## src/rtl/sddr_bank_sched.sv

```systemverilog
// Open-page SDRAM bank scheduler: one request in flight,
// per-bank write recovery and periodic auto-refresh.
module sddr_bank_sched #(
    parameter int BANK_BITS       = 3,
    parameter int ROW_BITS        = 13,
    parameter int COL_BITS        = 10,
    parameter int tRCD            = 5,
    parameter int tRP             = 5,
    parameter int tRFC            = 88,
    parameter int tREFI           = 6240,
    parameter int BURST_LENGTH    = 8,
    parameter int casWriteLatency = 5,
    parameter int write_recovery  = 5
) (
    input  logic                  ddr_clock_i,
    input  logic                  ctrl_reset_i,
    input  logic                  req_valid_i,
    input  logic                  req_write_i,
    input  logic [BANK_BITS+ROW_BITS+COL_BITS-1:0] req_addr_i,
    output logic                  req_ready_o,
    output logic [3:0]            cmd_o,
    output logic [BANK_BITS-1:0]  ba_o,
    output logic [ROW_BITS-1:0]   addr_o,
    output logic                  col_issue_o,
    output logic                  col_write_o,
    output logic                  row_hit_o,
    output logic                  refresh_busy_o
);

    localparam int NUM_BANKS = 2 ** BANK_BITS;
    localparam int ADDR_W =
        BANK_BITS + ROW_BITS + COL_BITS;
    localparam int WR_LOAD =
        casWriteLatency + BURST_LENGTH / 2
        + write_recovery;
    localparam int WR_W = $clog2(WR_LOAD + 1);
    localparam int REF_W = $clog2(tREFI + 1);
    localparam int CNT_W =
        $clog2(tRCD + tRP + tRFC + BURST_LENGTH + 1);

    localparam logic [3:0] CMD_NOP = 4'b0111;
    localparam logic [3:0] CMD_ACT = 4'b0011;
    localparam logic [3:0] CMD_RD  = 4'b0101;
    localparam logic [3:0] CMD_WR  = 4'b0100;
    localparam logic [3:0] CMD_PRE = 4'b0010;
    localparam logic [3:0] CMD_REF = 4'b0001;

    localparam logic [ROW_BITS-1:0] A10 =
        ROW_BITS'(1024);

    typedef enum logic [2:0] {
        S_IDLE,
        S_PRE,
        S_ACT,
        S_COL,
        S_REF_PRE,
        S_REF,
        S_WAIT
    } state_t;

    state_t               state;
    state_t               ret;
    logic [CNT_W-1:0]     cnt;
    logic [REF_W-1:0]     ref_cnt;
    logic                 ref_due;
    logic                 rst_q;
    logic [NUM_BANKS-1:0] bank_open;
    logic [NUM_BANKS-1:0] wr_busy;
    logic [ROW_BITS-1:0]  open_row [NUM_BANKS];
    logic [WR_W-1:0]      wr_tmr [NUM_BANKS];
    logic [BANK_BITS-1:0] bank;
    logic [BANK_BITS-1:0] in_bank;
    logic [ROW_BITS-1:0]  row;
    logic [ROW_BITS-1:0]  in_row;
    logic [COL_BITS-1:0]  col;
    logic                 wr;
    logic                 hit;

    assign in_bank = req_addr_i[ADDR_W-1 -: BANK_BITS];
    assign in_row  = req_addr_i[COL_BITS +: ROW_BITS];

    always_comb begin
        wr_busy = '0;
        for (int i = 0; i < NUM_BANKS; i++) begin
            wr_busy[i] = (wr_tmr[i] != '0);
        end
    end

    always_ff @(posedge ddr_clock_i) begin
        if (ctrl_reset_i) begin
            state          <= S_IDLE;
            ret            <= S_IDLE;
            cnt            <= '0;
            ref_cnt        <= REF_W'(tREFI);
            ref_due        <= 1'b0;
            rst_q          <= 1'b1;
            bank_open      <= '0;
            for (int i = 0; i < NUM_BANKS; i++) begin
                open_row[i] <= '0;
                wr_tmr[i]   <= '0;
            end
            bank           <= '0;
            row            <= '0;
            col            <= '0;
            wr             <= 1'b0;
            hit            <= 1'b0;
            req_ready_o    <= 1'b0;
            cmd_o          <= CMD_NOP;
            ba_o           <= '0;
            addr_o         <= '0;
            col_issue_o    <= 1'b0;
            col_write_o    <= 1'b0;
            row_hit_o      <= 1'b0;
            refresh_busy_o <= 1'b0;
        end else begin
            rst_q       <= 1'b0;
            req_ready_o <= 1'b0;
            cmd_o       <= CMD_NOP;
            ba_o        <= '0;
            addr_o      <= '0;
            col_issue_o <= 1'b0;
            col_write_o <= 1'b0;
            row_hit_o   <= 1'b0;

            if (ref_cnt != '0) begin
                ref_cnt <= ref_cnt - 1'b1;
            end else begin
                ref_due <= 1'b1;
            end

            for (int i = 0; i < NUM_BANKS; i++) begin
                if (wr_busy[i]) begin
                    wr_tmr[i] <= wr_tmr[i] - 1'b1;
                end
            end

            unique case (state)
                S_IDLE: begin
                    if (ref_due) begin
                        state <= S_REF_PRE;
                    end else if (req_valid_i
                                 && req_ready_o) begin
                        bank <= in_bank;
                        row  <= in_row;
                        col  <= req_addr_i[COL_BITS-1:0];
                        wr   <= req_write_i;
                        if (bank_open[in_bank]
                            && open_row[in_bank] == in_row)
                        begin
                            hit   <= 1'b1;
                            state <= S_COL;
                        end else if (bank_open[in_bank]) begin
                            hit   <= 1'b0;
                            state <= S_PRE;
                        end else begin
                            hit   <= 1'b0;
                            state <= S_ACT;
                        end
                    end else begin
                        req_ready_o <= !rst_q
                                       && ref_cnt != '0;
                    end
                end
                S_PRE: begin
                    // hold off until this bank's write
                    // data has been absorbed
                    if (!wr_busy[bank]) begin
                        cmd_o           <= CMD_PRE;
                        ba_o            <= bank;
                        bank_open[bank] <= 1'b0;
                        cnt             <= CNT_W'(tRP);
                        ret             <= S_ACT;
                        state           <= S_WAIT;
                    end
                end
                S_ACT: begin
                    cmd_o           <= CMD_ACT;
                    ba_o            <= bank;
                    addr_o          <= row;
                    bank_open[bank] <= 1'b1;
                    open_row[bank]  <= row;
                    cnt             <= CNT_W'(tRCD);
                    ret             <= S_COL;
                    state           <= S_WAIT;
                end
                S_COL: begin
                    cmd_o       <= wr ? CMD_WR : CMD_RD;
                    ba_o        <= bank;
                    addr_o      <= ROW_BITS'(col);
                    col_issue_o <= 1'b1;
                    col_write_o <= wr;
                    row_hit_o   <= hit;
                    if (wr) begin
                        wr_tmr[bank] <= WR_W'(WR_LOAD);
                    end
                    cnt   <= CNT_W'(BURST_LENGTH / 2);
                    ret   <= S_IDLE;
                    state <= S_WAIT;
                end
                S_REF_PRE: begin
                    if (wr_busy == '0) begin
                        if (bank_open != '0) begin
                            cmd_o     <= CMD_PRE;
                            addr_o    <= A10;
                            bank_open <= '0;
                            cnt       <= CNT_W'(tRP);
                            ret       <= S_REF;
                            state     <= S_WAIT;
                        end else begin
                            state <= S_REF;
                        end
                    end
                end
                S_REF: begin
                    cmd_o          <= CMD_REF;
                    ref_cnt        <= REF_W'(tREFI);
                    ref_due        <= 1'b0;
                    refresh_busy_o <= 1'b1;
                    cnt            <= CNT_W'(tRFC);
                    ret            <= S_IDLE;
                    state          <= S_WAIT;
                end
                S_WAIT: begin
                    cnt <= cnt - 1'b1;
                    if (cnt <= CNT_W'(1)) begin
                        cnt            <= '0;
                        state          <= ret;
                        refresh_busy_o <= 1'b0;
                        if (ret == S_IDLE) begin
                            req_ready_o <= ref_cnt != '0
                                           && !ref_due;
                        end
                    end
                end
                default: state <= S_IDLE;
            endcase
        end
    end

endmodule

```

## config.mk

```make
export PLATFORM = sky130hd
export DESIGN_NAME = sddr_bank_sched
export DESIGN_NICKNAME = d
export VERILOG_FILES = /design/src/rtl/sddr_bank_sched.sv
export SDC_FILE = /design/constraint.sdc
export NUM_CORES = 1
export LEC_CHECK = 0
export ABC_AREA = 1
export CAP_MARGIN = 20
export CORE_UTILIZATION = 62
export CTS_BUF_LIST = sky130_fd_sc_hd__clkbuf_4 sky130_fd_sc_hd__clkbuf_8
export CTS_CLUSTER_SIZE = 8
export DETAILED_ROUTE_END_ITERATION = 10
export HOLD_SLACK_MARGIN = 0.03
export PLACE_DENSITY = 0.82
export SLEW_MARGIN = 30
export SYNTH_ARGS = -nofsm -noshare
export SYNTH_HDL_FRONTEND = slang
export SYNTH_SLANG_ARGS = --single-unit
```

## constraint.sdc

```tcl
create_clock -name ddr_clock_i -period 2.72 [get_ports ddr_clock_i]
set_clock_uncertainty 0.15 [all_clocks]
set_input_delay 0.544 -clock ddr_clock_i [delete_from_list [all_inputs] [get_ports ddr_clock_i]]
set_output_delay 0.544 -clock ddr_clock_i [all_outputs]
set_load 0.02 [all_outputs]
```

# Word-level counts from Yosys, hierarchy flattened
# Memory sizes are Yosys's and may differ from the RTL's.
# Index checks and enable logic that the tools add are counted.
word_totals:
  reg_bits: 89
  inputBits: 30
  mem_bits_ro: 0
  wordCells: 188
  latchBits: 0
  output_inout_bits: 25
  memories: 2
  ramBits: 136
memory_table:
  columns: ["name", "words", "word_bits", "read_ports", "rd_clocked_by_memory_dff", "write_ports", "line_no", "text"]
  rows:
  - ["open_row", 8, 13, 1, 0, 8, "69", "logic [ROW_BITS-1:0] open_row [NUM_BANKS];"]
  - ["wr_tmr", 8, 4, 8, 0, 9, "70", "logic [WR_W-1:0] wr_tmr [NUM_BANKS];"]
op_classes:
  order_cmp: 4
  bitwise: 13
  n_shift: 0
  mux: 91
  n_addsub: 10
  n_eq_ne: 12
  div_mod_pow: 0
  n_reduce_logical: 36
  n_mul: 0
ops:
  columns: ["cell", "n"]
  rows:
  - ["$mux 1", 45]
  - ["$pmux 7 s6", 1]
  - ["$mux 3", 13]
  - ["$pmux 13 s3", 1]
  - ["$reduce_bool 4->1", 9]
  - ["$mux 4", 8]
  - ["$sub 4x1->4 const B", 8]
  - ["$pmux 3 s5", 2]
  - ["$mux 7", 4]
  - ["$mux 8", 3]
  - ["$pmux 8 s3", 1]
  - ["$mux 11", 2]
  - ["$reduce_and 4->1", 4]
  - ["$eq 13x13->1", 1]
  - ["$mux 13", 1]
  - ["$reduce_bool 13->1", 1]
  - ["$reduce_or 13->1", 1]
  - ["$sub 13x1->13 const B", 1]
  - ["$pmux 3 s4", 1]
  - ["$eq 3x3->1 const B", 3]
  - ["$and 8x8->8", 1]
  - ["$logic_not 8->1", 1]
  - ["$lt 3x4->1 const B", 2]
  - ["$ne 2x2->1 const B", 4]
  - ["26 further kinds", 48]

# Longest topological paths before layout
# Gate-level depths: netlist (run 1).
logic_depth:
  ltp_word: 8
  mapped_depth: 19

# Worst setup path after synthesis (run 1)
# Ideal clock, no wire load.
synth_path:
  path_kind: "flip-flop to flip-flop"
  from: "register state[1]"
  to: "memory open_row[1][0] (enable)"
  slack_ns: 0.535
  synth_period_minus_slack_ns: 2.185
  stages_incl_launch_ff: 10
  path_buffers: 1
  t_arrival_ns: 1.680
  setup_ns: 0.356
  cell_sequence: "dfxtp_1 inv_1 nor2_1 inv_1 nor2_2 inv_2 nor2_2 nand2_1 clkbuf_1 nand2_1"
synth_rtl:
  columns: ["item", "line_no", "text"]
  rows:
  - ["start: declaration", "61", "state_t state;"]
  - ["start signal: assignment", "227", "state <= ret;"]
  - ["end: declaration", "69", null]

==> impl_metrics.env, run 1 <==
export IMPL_hold_viol_final=0
export IMPL_post_place_ws_ns=0.0403
export IMPL_path_delay_family="simple AND/OR/NAND/NOR gates"
export IMPL_syn_nets=1348
export IMPL_synth_cell_types=52
export IMPL_ctsHoldBuffers=0
export IMPL_synth_avg_cell_area_um2=8.10
export IMPL_synth_seq_cells=224
export IMPL_clk_latency_ns=0.52
export IMPL_status="finished, final reports clean"
export IMPL_fmaxAchievable_mhz=427
export IMPL_nFillCells=1296
export IMPL_grt_max_degree=32
export IMPL_max_vdd_ir_drop_mv=0.736
export IMPL_root_buffer="clkbuf_8"
export IMPL_synth_commonest_cells="nand2_1 (237), nor2_1 (226), inv_1 (182), dfxtp_1 (120), nand3_1 (106)"
export IMPL_tightest_slew_ns=0.501
export IMPL_synthFlopType="dfxtp_1"
export IMPL_async_reset_ff_share_pct=0
export IMPL_vias=8987
export IMPL_antenna_left=0
export IMPL_critPathKind="reg -> reg"
export IMPL_synth_edf_count=104
export IMPL_synth_most_common_cell="nand2_1"
export IMPL_fp_dieH_um=132
export IMPL_drive_gt1_share_pct=9.72
export IMPL_wl_mm=25.4
export IMPL_endpoint_kind="register"
export IMPL_p_per_area_nw_per_um2=808
export IMPL_synthCells=1302
export IMPL_yosysTopAreaCell="edfxtp_1"
export IMPL_fin_crit_sh_pct=86.2
export IMPL_core_region_area_um2=16600
export IMPL_drc_errors=0
export IMPL_layout_nets=1429
export IMPL_cts_made_buffers=37
export IMPL_final_max_slew_violation_count=0
export IMPL_drt_iter0_markers=863
export IMPL_row_count=47
export IMPL_ys_warn_count=0
export IMPL_grt_pass1_wl_mm=41.1
export IMPL_gp_congestion=0.906
export IMPL_crit_slowest_cell="dfxtp_1"
export IMPL_hpwl_mm=17.6
export IMPL_cts_tree="yes"
export IMPL_hold_path_class="reg -> reg"
export IMPL_cp_slowest_stage_delay_ns=0.32
export IMPL_synth_top_area_share_pct=29.6
export IMPL_cp_start_kind="register"
export IMPL_io_pin_count=55
export IMPL_initial_core_util_pct=63.6
export IMPL_die_width_um=132
export IMPL_crit_chain="inv_1 > ha_1 > inv_1 > nor3_2 > nand4_1 > o21ai_1 > and2_1 > nand2_2 > inv_2 > o211ai_4 > o21ai_1 > a21oi_1"
export IMPL_netlist_top_cells_area="edfxtp_1 (30%), dfxtp_1 (23%), nand2_1 (8.4%)"
export IMPL_p_leak_nw=5.20
export IMPL_clockBufferDepth=3
export IMPL_slew_headroom_pct=66.5
export IMPL_ys_seq_area_share_pct=52.4
export IMPL_syn_cell_area_um2=10500
export IMPL_drv_cap=0
export IMPL_port_buffer_count=53
export IMPL_rsz0062_at_grt="no"
export IMPL_final_min_clock_period_ns=2.34
export IMPL_post_cts_buffers=0
export IMPL_cts_sinks=224
export IMPL_grt_use_total_pct=29.5
export IMPL_setup_viol=0
export IMPL_timing_critical_path_buf_inv=3
export IMPL_crit_fanout=8
export IMPL_grt_remaining_overflow=0
export IMPL_area_growth_pct=15.4
export IMPL_n_antenna_cell=0
export IMPL_path_clk_slew_ns=0.06
export IMPL_cts_resized=0
export IMPL_cts_max_level=2
export IMPL_worst_ep_arrival_time_ns=2.60
export IMPL_avgRoutedWirePerCell_um=15.6
export IMPL_post_drt_via_cell_ratio=5.52
export IMPL_drt_pass1_iterations=5
export IMPL_dieArea_um2=17500
export IMPL_required_ns=2.97
export IMPL_grt_pass1_vias=8708
export IMPL_layout_setup_ws_ns=0.376
export IMPL_fin_tns_setup_ns=0
export IMPL_antenna_found_initial=0
## per-stage QoR
stage,instances,util (%),instance area [µm²],hold WS [ns],power (mW)
after detailed placement,1564,68.7,11400,0.291,6.78
after global routing,1629,73.4,12200,0.325,10.4
final,1629,73.4,12200,0.298,9.84
after global placement,1564,68.7,11400,0.283,6.68
after CTS,1629,73.4,12200,0.300,9.85
after floorplan,1302,-,10500,0.269,6.13
## sequential cells by signal (all words and copies together), names as in the netlist, 3 cells and up
register   count
open_row     104
wr_tmr        32
addr_o        13
ref_cnt       13
row           13
col           10
bank_open      8
cnt            7
ba_o           3
bank           3
cmd_o          3
ret            3
state          3
## layout make-up
type / instances / area, µm² / area share, %
Sequential cell: 224 / 5530 / 45.4
Multi-Input combinational cell: 833 / 3970 / 32.7
Timing Repair Buffer: 91 / 886 / 7.28
Inverter: 196 / 741 / 6.09
Clock buffer: 60 / 719 / 5.91
Tap cell: 220 / 275 / 2.26
Clock inverter: 5 / 48.8 / 0.401
## path summary, 6_finish.rpt
kind / from / to / slack [ns] / cells past startpoint
setup / recovery: wr_tmr[0][0]$_SDFFE_PP0P_ / cnt[1]$_SDFFE_PP0P_ / 0.38 / 12
hold / removal: wr_tmr[7][0]$_SDFFE_PP0P_ / wr_tmr[7][0]$_SDFFE_PP0P_ / 0.30 / 1
setup reg to reg: wr_tmr[0][0]$_SDFFE_PP0P_ / cnt[1]$_SDFFE_PP0P_ / 0.38 / 12
hold reg to reg: wr_tmr[7][0]$_SDFFE_PP0P_ / wr_tmr[7][0]$_SDFFE_PP0P_ / 0.30 / 1
## logic make-up after synthesis
group                    Yosys count  synth area share, %
buffers and inverters            245                 9.91
XOR/XNOR                          17                 1.41
AO/OA/AOI/OAI                    186                 9.86
flip-flops                       224                 52.4
other                              1               0.0356
adder cells (fa/ha/maj)           16                 1.90
AND/OR/NAND/NOR                  613                 24.5
## worst reg2reg max path, cell delays in order (launching register included)
cell	delay (ns)
dfxtp_1	0.32
inv_1	0.08
ha_1	0.17
inv_1	0.06
nor3_2	0.32
nand4_1	0.17
o21ai_1	0.28
and2_1	0.19
nand2_2	0.07
inv_2	0.11
o211ai_4	0.13
o21ai_1	0.14
a21oi_1	0.05
## layer usage
metal	track usage, %	up-vias	wire length (µm)
met1	36.0	4220	10400
met3	4.31	74	1520
met5	0	-	0
met2	52.0	329	12700
met4	13.1	0	801
li1	-	4364	-
## power by group
group | internal [mW] | switching (mW)
Clock | 1.76 | 1.31
Combinational | 0.924 | 1.61
Sequential | 3.95 | 0.289
## placed cells by master, fill, tap and decap left out, types with 7 or more instances in the layout
cell type          n
nand3_1          106
o211ai_1           7
ha_1              16
o21ai_0           85
dfxtp_1          120
a22oi_1           10
a21oi_1           52
buf_4             32
clkdlybuf4s50_1   52
inv_2             12
xnor2_1           11
nand2_1          237
clkbuf_8          43
nand4_1            8
inv_1            181
o21ai_1           13
edfxtp_1         104
clkbuf_4          17
nor3_1             7
nor2_1           226
No activity file was read; power rests on OpenSTA's default activity.
==> run 2, diff against run 1 <==
- ABC_CLOCK_PERIOD_IN_PS: not set -> 2720
==> results of run 2 <==
Final layout, timing and power as in run 1 (identical DEF).
==> run 3, diff against run 2 <==
- ABC_CLOCK_PERIOD_IN_PS: 2720 -> not set
- CTS_CLUSTER_DIAMETER: not set -> 80
==> run 3 against run 2 <==
  * Hold slack gained 0.0042 ns
  * Clock power decreased by 20%
  * Die area stayed put
  * Worst setup slack got worse by 0.0055 ns
  * Register-to-register slack about the same
  * Critical endpoint unchanged
==> impl_metrics.env, run 3 (synthesis gave the netlist of run 1 again) <==
export IMPL_setup_viol=0
export IMPL_post_place_ws_ns=0.0403
export IMPL_core_region_area_um2=16600
export IMPL_grt_remaining_overflow=0
export IMPL_dieArea_um2=17500
export IMPL_drc_errors=0
export IMPL_crit_chain="inv_1 > ha_1 > nand2_1 > nor2_1 > nand4_1 > o21ai_1 > and2_1 > nand2_2 > inv_2 > o211ai_4 > o21ai_1 > a21oi_1"
export IMPL_top_usage_layer="met2"
export IMPL_hold_end="wr_tmr[7][0]$_SDFFE_PP0P_"
export IMPL_fin_tns_setup_ns=0
export IMPL_timing_critical_path_buf_inv=2
export IMPL_grt_max_degree=32
export IMPL_mostFrequentLayoutCell="nand2_1"
export IMPL_slew_headroom_pct=65.7
export IMPL_final_min_clock_period_ns=2.35
export IMPL_fmaxAchievable_mhz=426
export IMPL_antenna_found_initial=0
export IMPL_cts_tree="yes"
export IMPL_hold_depth=1
export IMPL_drt_iter0_markers=818
export IMPL_cts_resized=0
export IMPL_crit_slowest_cell="dfxtp_1"
export IMPL_wl_mm=24.8
export IMPL_vias=8818
export IMPL_holdWs_ns=0.303
export IMPL_endpoint_kind="register"
export IMPL_hold_path_class="reg -> reg"
export IMPL_placed_area_um2=11400
export IMPL_min_from="wr_tmr[7][0]$_SDFFE_PP0P_"
export IMPL_instances_no_fill=1613
export IMPL_ff2ff_path_depth=12
export IMPL_hold_viol_final=0
export IMPL_io_pin_count=55
export IMPL_layout_setup_ws_ns=0.370
export IMPL_hpwl_mm=17.6
export IMPL_cp_common_cell="o21ai_1"
export IMPL_regMostFlops="open_row"
export IMPL_n_antenna_cell=0
export IMPL_drt_pass1_iterations=8
export IMPL_max_vdd_ir_drop_mv=0.672
export IMPL_tightest_slew_ns=0.513
export IMPL_ctsHoldBuffers=0
export IMPL_clk_latency_ns=0.57
export IMPL_post_cts_buffers=0
export IMPL_initial_core_util_pct=63.6
export IMPL_layout_nets=1423
export IMPL_p_per_area_nw_per_um2=769
export IMPL_antenna_left=0
export IMPL_fp_dieH_um=132
export IMPL_required_ns=3.01
export IMPL_grt_pass1_wl_mm=40.3
export IMPL_post_drt_via_cell_ratio=5.47
export IMPL_port_buffer_count=53
export IMPL_cts_max_level=1
export IMPL_fin_crit_sh_pct=86.4
export IMPL_worst_ep_arrival_time_ns=2.64
export IMPL_top_regs="open_row: 104 flops, wr_tmr: 32 flops"
export IMPL_design_area_um2=12000
export IMPL_grt_use_total_pct=28.7
export IMPL_cts_sinks=224
export IMPL_crit_fanout=8
export IMPL_gp_congestion=0.906
export IMPL_nFillCells=1329
export IMPL_r2r_start="wr_tmr[5][0]$_SDFFE_PP0P_"
export IMPL_cp_slowest_stage_delay_ns=0.33
export IMPL_root_buffer="clkbuf_8"
export IMPL_most_common_layout_cells="nand2_1 (237), nor2_1 (226), inv_1 (181), dfxtp_1 (120), nand3_1 (106)"
export IMPL_die_width_um=132
export IMPL_rr_endpoint="cnt[1]$_SDFFE_PP0P_"
export IMPL_use_met2_pct=50.0
export IMPL_final_max_slew_violation_count=0
export IMPL_met3_usage_pct=3.58
export IMPL_cp_start_kind="register"
export IMPL_clockBufferDepth=3
export IMPL_p_leak_nw=5.10
export IMPL_grt_pass1_vias=8548
export IMPL_avgRoutedWirePerCell_um=15.4
export IMPL_path_delay_family="simple AND/OR/NAND/NOR gates"
export IMPL_rsz0062_at_grt="no"
export IMPL_area_growth_pct=13.5
export IMPL_status="finished, final reports clean"
export IMPL_drv_cap=0
export IMPL_r2r_setup_slack_ns=0.37
export IMPL_drive_gt1_share_pct=8.90
export IMPL_critPathKind="reg -> reg"
export IMPL_row_count=47
export IMPL_grtUsageMet1_pct=36.1
export IMPL_dp_cells=1564
export IMPL_largest_reg_flops=104
export IMPL_cts_made_buffers=31
export IMPL_path_clk_slew_ns=0.07
## run 3: cell count changes in the layout (fill, tap and decap cells not counted)
cell / before / now
clkbuf_8: 43 / 31
clkinv_1: 5 / 2
bufinv_16: 1 / 0
## run 3: worst max path at each step
| stage | from | to | slack [ns] | cells after the start |
|---|---|---|---|---|
| global route | wr_tmr[5][0]$_SDFFE_PP0P_ | cnt[1]$_SDFFE_PP0P_ | 0.18 | 12 |
| global placement | req_addr_i[24] | state[1]$_SDFFE_PP0P_ | 0.08 | 16 |
| detailed placement | req_addr_i[24] | state[1]$_SDFFE_PP0P_ | 0.04 | 16 |
| finish | wr_tmr[5][0]$_SDFFE_PP0P_ | cnt[1]$_SDFFE_PP0P_ | 0.37 | 12 |
| CTS | wr_tmr[5][0]$_SDFFE_PP0P_ | cnt[1]$_SDFFE_PP0P_ | 0.42 | 12 |
| floorplan | state[1]$_SDFFE_PP0P_ | open_row[1][0]$_SDFFCE_PN0P_ | 0.53 | 9 |
## run 3: per-layer routing
layer / vias to the layer above / wire length [µm]
met5: - / 0
met4: 0 / 856
met3: 66 / 1520
met2: 339 / 12300
met1: 4073 / 10100
li1: 4340 / -
## run 3: power breakdown
group | total, mW | leakage [nW] | internal [mW] | switching (mW)
clock network | 2.46 | 0.301 | 1.27 | 1.19
registers | 4.24 | 2.05 | 3.95 | 0.289
logic | 2.51 | 2.74 | 0.924 | 1.58
## run 3: area by class of cell
type                    count  area (µm²)  share of cell area (%)
repair buffers             91         886                    7.41
flip-flops and latches    224        5530                    46.2
well taps                 220         275                    2.30
clock inverters             1        7.51                  0.0628
clock buffers              48         554                    4.63
inverters                 196         741                    6.19
multi-input cells         833        3970                    33.2
## run 3: stage by stage
stage	utilization, %	power (mW)
2_1_floorplan	-	6.13
3_3_place_gp	68.7	6.68
3_5_place_dp	68.7	6.78
4_1_cts	72.1	9.21
5_1_grt	72.1	9.75
6_report	72.1	9.20
